--- config.mk ---
export PLATFORM = sky130hd
export DESIGN_NAME = ps2_rx_fifo
export DESIGN_NICKNAME = d
export VERILOG_FILES = /design/src/rtl/ps2_pkg.sv /design/src/rtl/ps2_sync_db.sv /design/src/rtl/ps2_rx_fifo.sv
export SDC_FILE = /design/constraint.sdc
export NUM_CORES = 1
export LEC_CHECK = 0
export BUFFER_PORTS_ARGS = -buffer_cell sky130_fd_sc_hd__buf_2
export CORE_AREA = 4 4 135 137
export CTS_CLUSTER_DIAMETER = 30
export CTS_CLUSTER_SIZE = 30
export DETAILED_ROUTE_END_ITERATION = 16
export DIE_AREA = 0 0 139 141
export GPL_TIMING_DRIVEN = 0
export PLACE_DENSITY_LB_ADDON = 0.08
export SYNTH_ARGS = -nofsm -noshare
export SYNTH_HDL_FRONTEND = slang
export SYNTH_SLANG_ARGS = --single-unit
--- constraint.sdc ---
create_clock -name clk -period 4.6 [get_ports clk]
set_input_delay 0.46 -clock clk [delete_from_list [all_inputs] [get_ports clk]]
set_output_delay 0.46 -clock clk [all_outputs]
set_load 0.005 [all_outputs]
--- src/rtl/ps2_pkg.sv ---
// PS/2 receiver shared types and constants.
// Prefix decode is enabled with PS2_PREFIX_DECODE_EN.
package ps2_pkg;

  typedef enum logic [1:0] {
    ST_IDLE,
    ST_DATA,
    ST_PARITY,
    ST_STOP
  } ps2_state_e;

  localparam int ENTRY_W = 10;

  localparam logic [7:0] PS2_PFX_EXT = 8'hE0;
  localparam logic [7:0] PS2_PFX_REL = 8'hF0;

  function automatic logic odd_ok(
    input logic [7:0] d,
    input logic       p
  );
    return ^{d, p};
  endfunction

endpackage

--- src/rtl/ps2_sync_db.sv ---
// Two-flop synchroniser plus debouncer for one PS/2 pad.
// Idle level after reset is high.
module ps2_sync_db #(
  parameter int DB_CYC = 16
) (
  input  logic clk,
  input  logic rst_n,
  input  logic pin,
  output logic lvl
);

  localparam int CW = $clog2(DB_CYC);

  logic          s1;
  logic          s2;
  logic [CW-1:0] cnt;

  // a new level is adopted after DB_CYC consecutive differing samples
  always_ff @(posedge clk or negedge rst_n) begin
    if (!rst_n) begin
      s1  <= 1'b1;
      s2  <= 1'b1;
      lvl <= 1'b1;
      cnt <= '0;
    end else begin
      s1 <= pin;
      s2 <= s1;
      if (s2 == lvl) begin
        cnt <= '0;
      end else if (cnt == CW'(DB_CYC - 1)) begin
        lvl <= s2;
        cnt <= '0;
      end else begin
        cnt <= cnt + 1'b1;
      end
    end
  end

endmodule

--- src/rtl/ps2_rx_fifo.sv ---
// PS/2 device-to-host receiver with frame check, timeout and FIFO.
// Optional prefix decode: define PS2_PREFIX_DECODE_EN.
module ps2_rx_fifo
  import ps2_pkg::*;
#(
  parameter int DB_CYC      = 16,
  parameter int TIMEOUT_CYC = 50000,
  parameter int FIFO_DEPTH  = 8
) (
  input  logic               clk,
  input  logic               rst_n,
  input  logic               ps_clk,
  input  logic               ps_data,
  output logic [ENTRY_W-1:0] rd_data,
  output logic               rd_valid,
  input  logic               rd_ready,
  output logic               irq,
  output logic               frame_err,
  output logic               overflow,
  input  logic               err_clr
);

  localparam int AW = $clog2(FIFO_DEPTH);
  localparam int CW = AW + 1;
  localparam int TW = $clog2(TIMEOUT_CYC + 1);

  logic clk_db;
  logic data_db;
  logic clk_dly;
  logic fall;

  ps2_sync_db #(.DB_CYC(DB_CYC)) u_clk_db (
    .clk   (clk),
    .rst_n (rst_n),
    .pin   (ps_clk),
    .lvl   (clk_db)
  );

  ps2_sync_db #(.DB_CYC(DB_CYC)) u_data_db (
    .clk   (clk),
    .rst_n (rst_n),
    .pin   (ps_data),
    .lvl   (data_db)
  );

  assign fall = clk_dly & ~clk_db;

  ps2_state_e    state;
  ps2_state_e    state_n;
  logic [7:0]    sh;
  logic [2:0]    bit_cnt;
  logic          par_q;
  logic [TW-1:0] to_cnt;
  logic          to_hit;
  logic          frame_end;
  logic          frame_bad;
  logic          frame_good;

  assign to_hit = (state != ST_IDLE) &&
                  (to_cnt == TW'(TIMEOUT_CYC));

  always_comb begin
    state_n   = state;
    frame_end = 1'b0;
    frame_bad = 1'b0;
    unique case (state)
      ST_IDLE: begin
        if (fall && !data_db) state_n = ST_DATA;
      end
      ST_DATA: begin
        if (fall && bit_cnt == 3'd7) state_n = ST_PARITY;
      end
      ST_PARITY: begin
        if (fall) state_n = ST_STOP;
      end
      ST_STOP: begin
        if (fall) begin
          state_n   = ST_IDLE;
          frame_end = 1'b1;
          frame_bad = !data_db || !odd_ok(sh, par_q);
        end
      end
      default: state_n = ST_IDLE;
    endcase
    if (to_hit) begin
      state_n   = ST_IDLE;
      frame_end = 1'b0;
      frame_bad = 1'b1;
    end
  end

  assign frame_good = frame_end & ~frame_bad;

  always_ff @(posedge clk or negedge rst_n) begin
    if (!rst_n) state <= ST_IDLE;
    else        state <= state_n;
  end

  always_ff @(posedge clk or negedge rst_n) begin
    if (!rst_n) begin
      clk_dly <= 1'b1;
      sh      <= '0;
      bit_cnt <= '0;
      par_q   <= 1'b0;
      to_cnt  <= '0;
    end else begin
      clk_dly <= clk_db;
      to_cnt  <= (fall || state == ST_IDLE) ?
                 '0 : to_cnt + 1'b1;
      if (fall && state == ST_IDLE) bit_cnt <= '0;
      if (fall && state == ST_DATA) begin
        sh      <= {data_db, sh[7:1]};
        bit_cnt <= bit_cnt + 1'b1;
      end
      if (fall && state == ST_PARITY) par_q <= data_db;
    end
  end

  logic               push_req;
  logic [ENTRY_W-1:0] push_word;

`ifdef PS2_PREFIX_DECODE_EN
  logic ext_q;
  logic rel_q;
  logic is_pfx;

  assign is_pfx    = (sh == PS2_PFX_EXT) ||
                     (sh == PS2_PFX_REL);
  assign push_req  = frame_good && !is_pfx;
  assign push_word = {ext_q, rel_q, sh};

  always_ff @(posedge clk or negedge rst_n) begin
    if (!rst_n) begin
      ext_q <= 1'b0;
      rel_q <= 1'b0;
    end else if (frame_bad) begin
      ext_q <= 1'b0;
      rel_q <= 1'b0;
    end else if (frame_good) begin
      if (sh == PS2_PFX_EXT) begin
        ext_q <= 1'b1;
      end else if (sh == PS2_PFX_REL) begin
        rel_q <= 1'b1;
      end else begin
        ext_q <= 1'b0;
        rel_q <= 1'b0;
      end
    end
  end
`else
  assign push_req  = frame_good;
  assign push_word = {2'b00, sh};
`endif

  logic               push_pend;
  logic [ENTRY_W-1:0] push_entry;

  always_ff @(posedge clk or negedge rst_n) begin
    if (!rst_n) begin
      push_pend  <= 1'b0;
      push_entry <= '0;
    end else begin
      push_pend <= push_req;
      if (push_req) push_entry <= push_word;
    end
  end

  logic [ENTRY_W-1:0] mem [FIFO_DEPTH];
  logic [AW-1:0]      wr_ptr;
  logic [AW-1:0]      rd_ptr;
  logic [CW-1:0]      count;
  logic [ENTRY_W-1:0] last_q;
  logic               full;
  logic               do_pop;
  logic               do_push;
  logic               drop;

  assign rd_valid = (count != '0);
  assign full     = (count == CW'(FIFO_DEPTH));
  assign do_pop   = rd_valid & rd_ready;
  // a pop in the same cycle frees the slot for a push into a full FIFO
  assign do_push  = push_pend & (~full | do_pop);
  assign drop     = push_pend & full & ~do_pop;
  assign rd_data  = rd_valid ? mem[rd_ptr] : last_q;

  always_ff @(posedge clk) begin
    if (do_push) mem[wr_ptr] <= push_entry;
  end

  always_ff @(posedge clk or negedge rst_n) begin
    if (!rst_n) begin
      wr_ptr <= '0;
      rd_ptr <= '0;
      count  <= '0;
      last_q <= '0;
    end else begin
      if (do_push) wr_ptr <= wr_ptr + 1'b1;
      if (do_pop) begin
        rd_ptr <= rd_ptr + 1'b1;
        last_q <= mem[rd_ptr];
      end
      case ({do_push, do_pop})
        2'b10:   count <= count + 1'b1;
        2'b01:   count <= count - 1'b1;
        default: count <= count;
      endcase
    end
  end

  always_ff @(posedge clk or negedge rst_n) begin
    if (!rst_n) begin
      irq       <= 1'b0;
      frame_err <= 1'b0;
      overflow  <= 1'b0;
    end else begin
      irq <= rd_valid;
      if (frame_bad)    frame_err <= 1'b1;
      else if (err_clr) frame_err <= 1'b0;
      if (drop)         overflow <= 1'b1;
      else if (err_clr) overflow <= 1'b0;
    end
  end

endmodule

==> results_dict.tcl <==
set metrics [dict create \
    min_period_over_period 0.689 \
    crit_required_ps 4140 \
    path_buf_inv 3 \
    gr-total-overflow 0 \
    ir_worst_vdd_v 0.000263 \
    cts.htree.levels 4 \
    die_h_um 141 \
    routed_via_density 4.75 \
    totalWireLength_mm 10.6 \
    place_congestion 0.738 \
    syn_area_um2 5880 \
    violations "hold timing" \
    nNetsFinal 464 \
    critPathArrivalTime_ps 2710 \
    setup_slack_ps 1430 \
    pwr_density_cell_nw_per_um2 397 \
    crit_cells 6 \
    cp_max_fo 10 \
    ys.flop_type "dfrtp_1" \
    leakagePower_nw 2.89 \
    synth_cell_types 46 \
    finalPower_mw 2.73 \
    worstSkewPairLatency_ps 420 \
    synth_cells 407 \
    initial_core_util 0.345 \
    rows 48 \
    worst_path_max_delay_cell "clkbuf_1" \
    clkTransAtPathRegs_ps 60 \
    crit_chain "buf_1, clkbuf_1, mux4_2, mux2i_1, a21oi_1, buf_2" \
    async_flop_share 0.540 \
    cts.repair_timing.setup_buffer_count 0 \
    portBuffers 17 \
    first_iter_violations 133 \
    drc_errors 0 \
    grt_first_pass_wirelength_mm 18.0 \
    cp-endpoint "rd_data[5]" \
    syn_avg_cell_area_um2 14.4 \
    cts_tree "built" \
    clock-root-buffer "clkbuf_16" \
    ys_ff_latch 139 \
    antenna_found_initial 0 \
    clockBufferDepth 2 \
    maxCapViolations 0 \
    crit_start "rd_ptr[1]" \
    cts_sinks 139 \
    ys_seq_area_frac 0.648 \
    period_needed_ps 3170 \
    clock_skew_ps 8.44 \
    reg2reg_slack_ps 2140 \
    status "finished with violations" \
    hold_viol_final 3 \
    cts_buffers 17 \
    hold_path.class "primary input to asynchronous set/reset pin" \
    die_w_um 139 \
    grt_setup_unrepaired "false" \
    cpPeakStageDelay_ps 610 \
    wl_per_cell_um 15.5 \
    n_antenna_cell 0 \
    core-area_um2 17100 \
    final_layout_size_suffix_gt1_frac 0.234 \
    fin_hold_ws_ps -13.7 \
    ios 20 \
    cts.repair.resized 0 \
    vias 3242 \
    area_growth_pct 17.1 \
    worst_slew_pin_slew_ps 1250 \
    die_area_um2 19600 \
    hpwl_mm 7.29 \
    slew_headroom 0.162 \
    rr_startpoint "state[0]" \
    worstSetupPathType "flop to output port" \
    reg2reg_to "push_entry[3]" \
    setup_viol_count_final 0 \
    ctsHoldBuffers 0 \
    cp-end-kind "output port" \
    grt_usage 0.118 \
    grt_pass1_vias 3404 \
    grt_max_degree 44 \
    fmax_ghz 0.316 \
    synth_edf_count 64 \
    path_delay_family "buffers and inverters" \
    r2r_cells 7 \
    drtPass1Iterations 4 \
    ant_nets 0 \
    start_kind "flop" \
    yosys_warnings 0 \
    tns_ps 0 \
    slew_violations 0 \
    place_ws_ps 1810 \
]
==> synth_stat cells, types with 2 or more instances <==
cell	n	area share
nand3_1	9	0.0077
a21oi_1	16	0.014
mux4_2	16	0.061
or3_1	4	0.0043
mux2i_1	9	0.015
o21ai_0	18	0.015
edfxtp_1	64	0.33
buf_4	2	0.0026
a32o_1	2	0.0034
dfrtp_1	68	0.29
xnor2_1	16	0.024
nand4_1	3	0.0032
inv_1	11	0.0070
nor2b_1	5	0.0053
clkbuf_1	5	0.0032
xor2_1	12	0.018
buf_2	5	0.0043
nand2_1	25	0.016
ha_1	13	0.028
nand4b_1	3	0.0045
buf_1	2	0.0013
nand2b_1	6	0.0064
nor3b_1	2	0.0026
nor2_1	37	0.024
mux2_2	22	0.042
nor3_1	6	0.0051
dfstp_2	7	0.031
==> placed cells by master (no fill, tap or decap), types with 3 or more instances in the layout <==
master,count
clkbuf_1,6
edfxtp_1,64
nand4_1,3
xnor2_1,16
nor2b_1,5
inv_6,3
dfrtp_1,68
bufinv_16,3
clkbuf_16,17
nand4b_1,3
ha_1,13
mux2_2,22
a21oi_1,16
or3_1,4
nand2_1,25
nor2_1,37
xor2_1,12
nor3_1,5
inv_1,11
nand3_1,9
mux2i_1,9
buf_2,21
o21ai_0,18
mux4_2,16
clkinvlp_4,3
nand2b_1,6
dfstp_2,7
buf_4,3
==> how the worst min path moves through the flow <==
| stage | start | end | slack [ps] |
|---|---|---|---|
| after CTS | rst_n | last_q[6] | 4 |
| after detailed placement | u_clk_db.s1 | u_clk_db.s2 | 350 |
| final | rst_n | last_q[6] | -10 |
| after global placement | u_data_db.s1 | u_data_db.s2 | 350 |
| after floorplan | rst_n | bit_cnt[0] | 160 |
| after global routing | rst_n | last_q[6] | 9 |
==> metal layers <==
metal,GRT usage,share of wire
met1,0.147,0.46
met2,0.192,0.49
met3,0.0410,0.032
met4,0.0427,0.018
met5,0,0
==> layout make-up <==
cell class | instances | area (µm²)
clock buffer | 18 | 429
fill | 1632 | 10200
clock inverter | 14 | 170
buffer | 14 | 66.3
sequential | 139 | 3810
timing repair buffer | 18 | 115
tap | 225 | 282
multi-input combinational | 244 | 1970
inverter | 11 | 41.3
==> cell families after synthesis <==
| group | after synthesis | synth area share |
|---|---|---|
| adders and majority gates | 13 | 0.0277 |
| and+or+nand+nor | 109 | 0.0962 |
| muxes | 47 | 0.119 |
| buffers and inverters | 25 | 0.0183 |
| AOI/OAI and AO/OA | 43 | 0.0422 |
| xor gates and xnor gates | 30 | 0.0483 |
| DFF | 139 | 0.648 |
| other | 1 | 0.000638 |
==> registers in the layout, indices dropped and copies added (netlist names), 2 cells and up <==
register,cells
bit_cnt,3
rd_ptr,3
sh,8
count,4
u_data_db.cnt,4
last_q,8
to_cnt,16
state,2
wr_ptr,3
mem,64
push_entry,8
u_clk_db.cnt,4
==> per-stage QoR <==
step | util | area [µm²] | instances | hold slack, ps
2_1_floorplan | - | 5880 | 408 | 164
3_3_place_gp | 0.366 | 6250 | 650 | 349
3_5_place_dp | 0.368 | 6280 | 651 | 348
4_1_cts | 0.403 | 6880 | 683 | 3.52
5_1_grt | 0.403 | 6880 | 683 | 9.50
6_report | 0.403 | 6880 | 683 | -13.7
==> where the power goes <==
part | leakage (nW) | internal [mW] | switching, mW
Sequential | 1.76 | 1.30 | 0.00538
Clock | 0.285 | 0.855 | 0.536
Combinational | 0.842 | 0.0126 | 0.0238
Total | 2.89 | 2.17 | 0.565
Note: power is estimated with default switching activity, not from simulation.
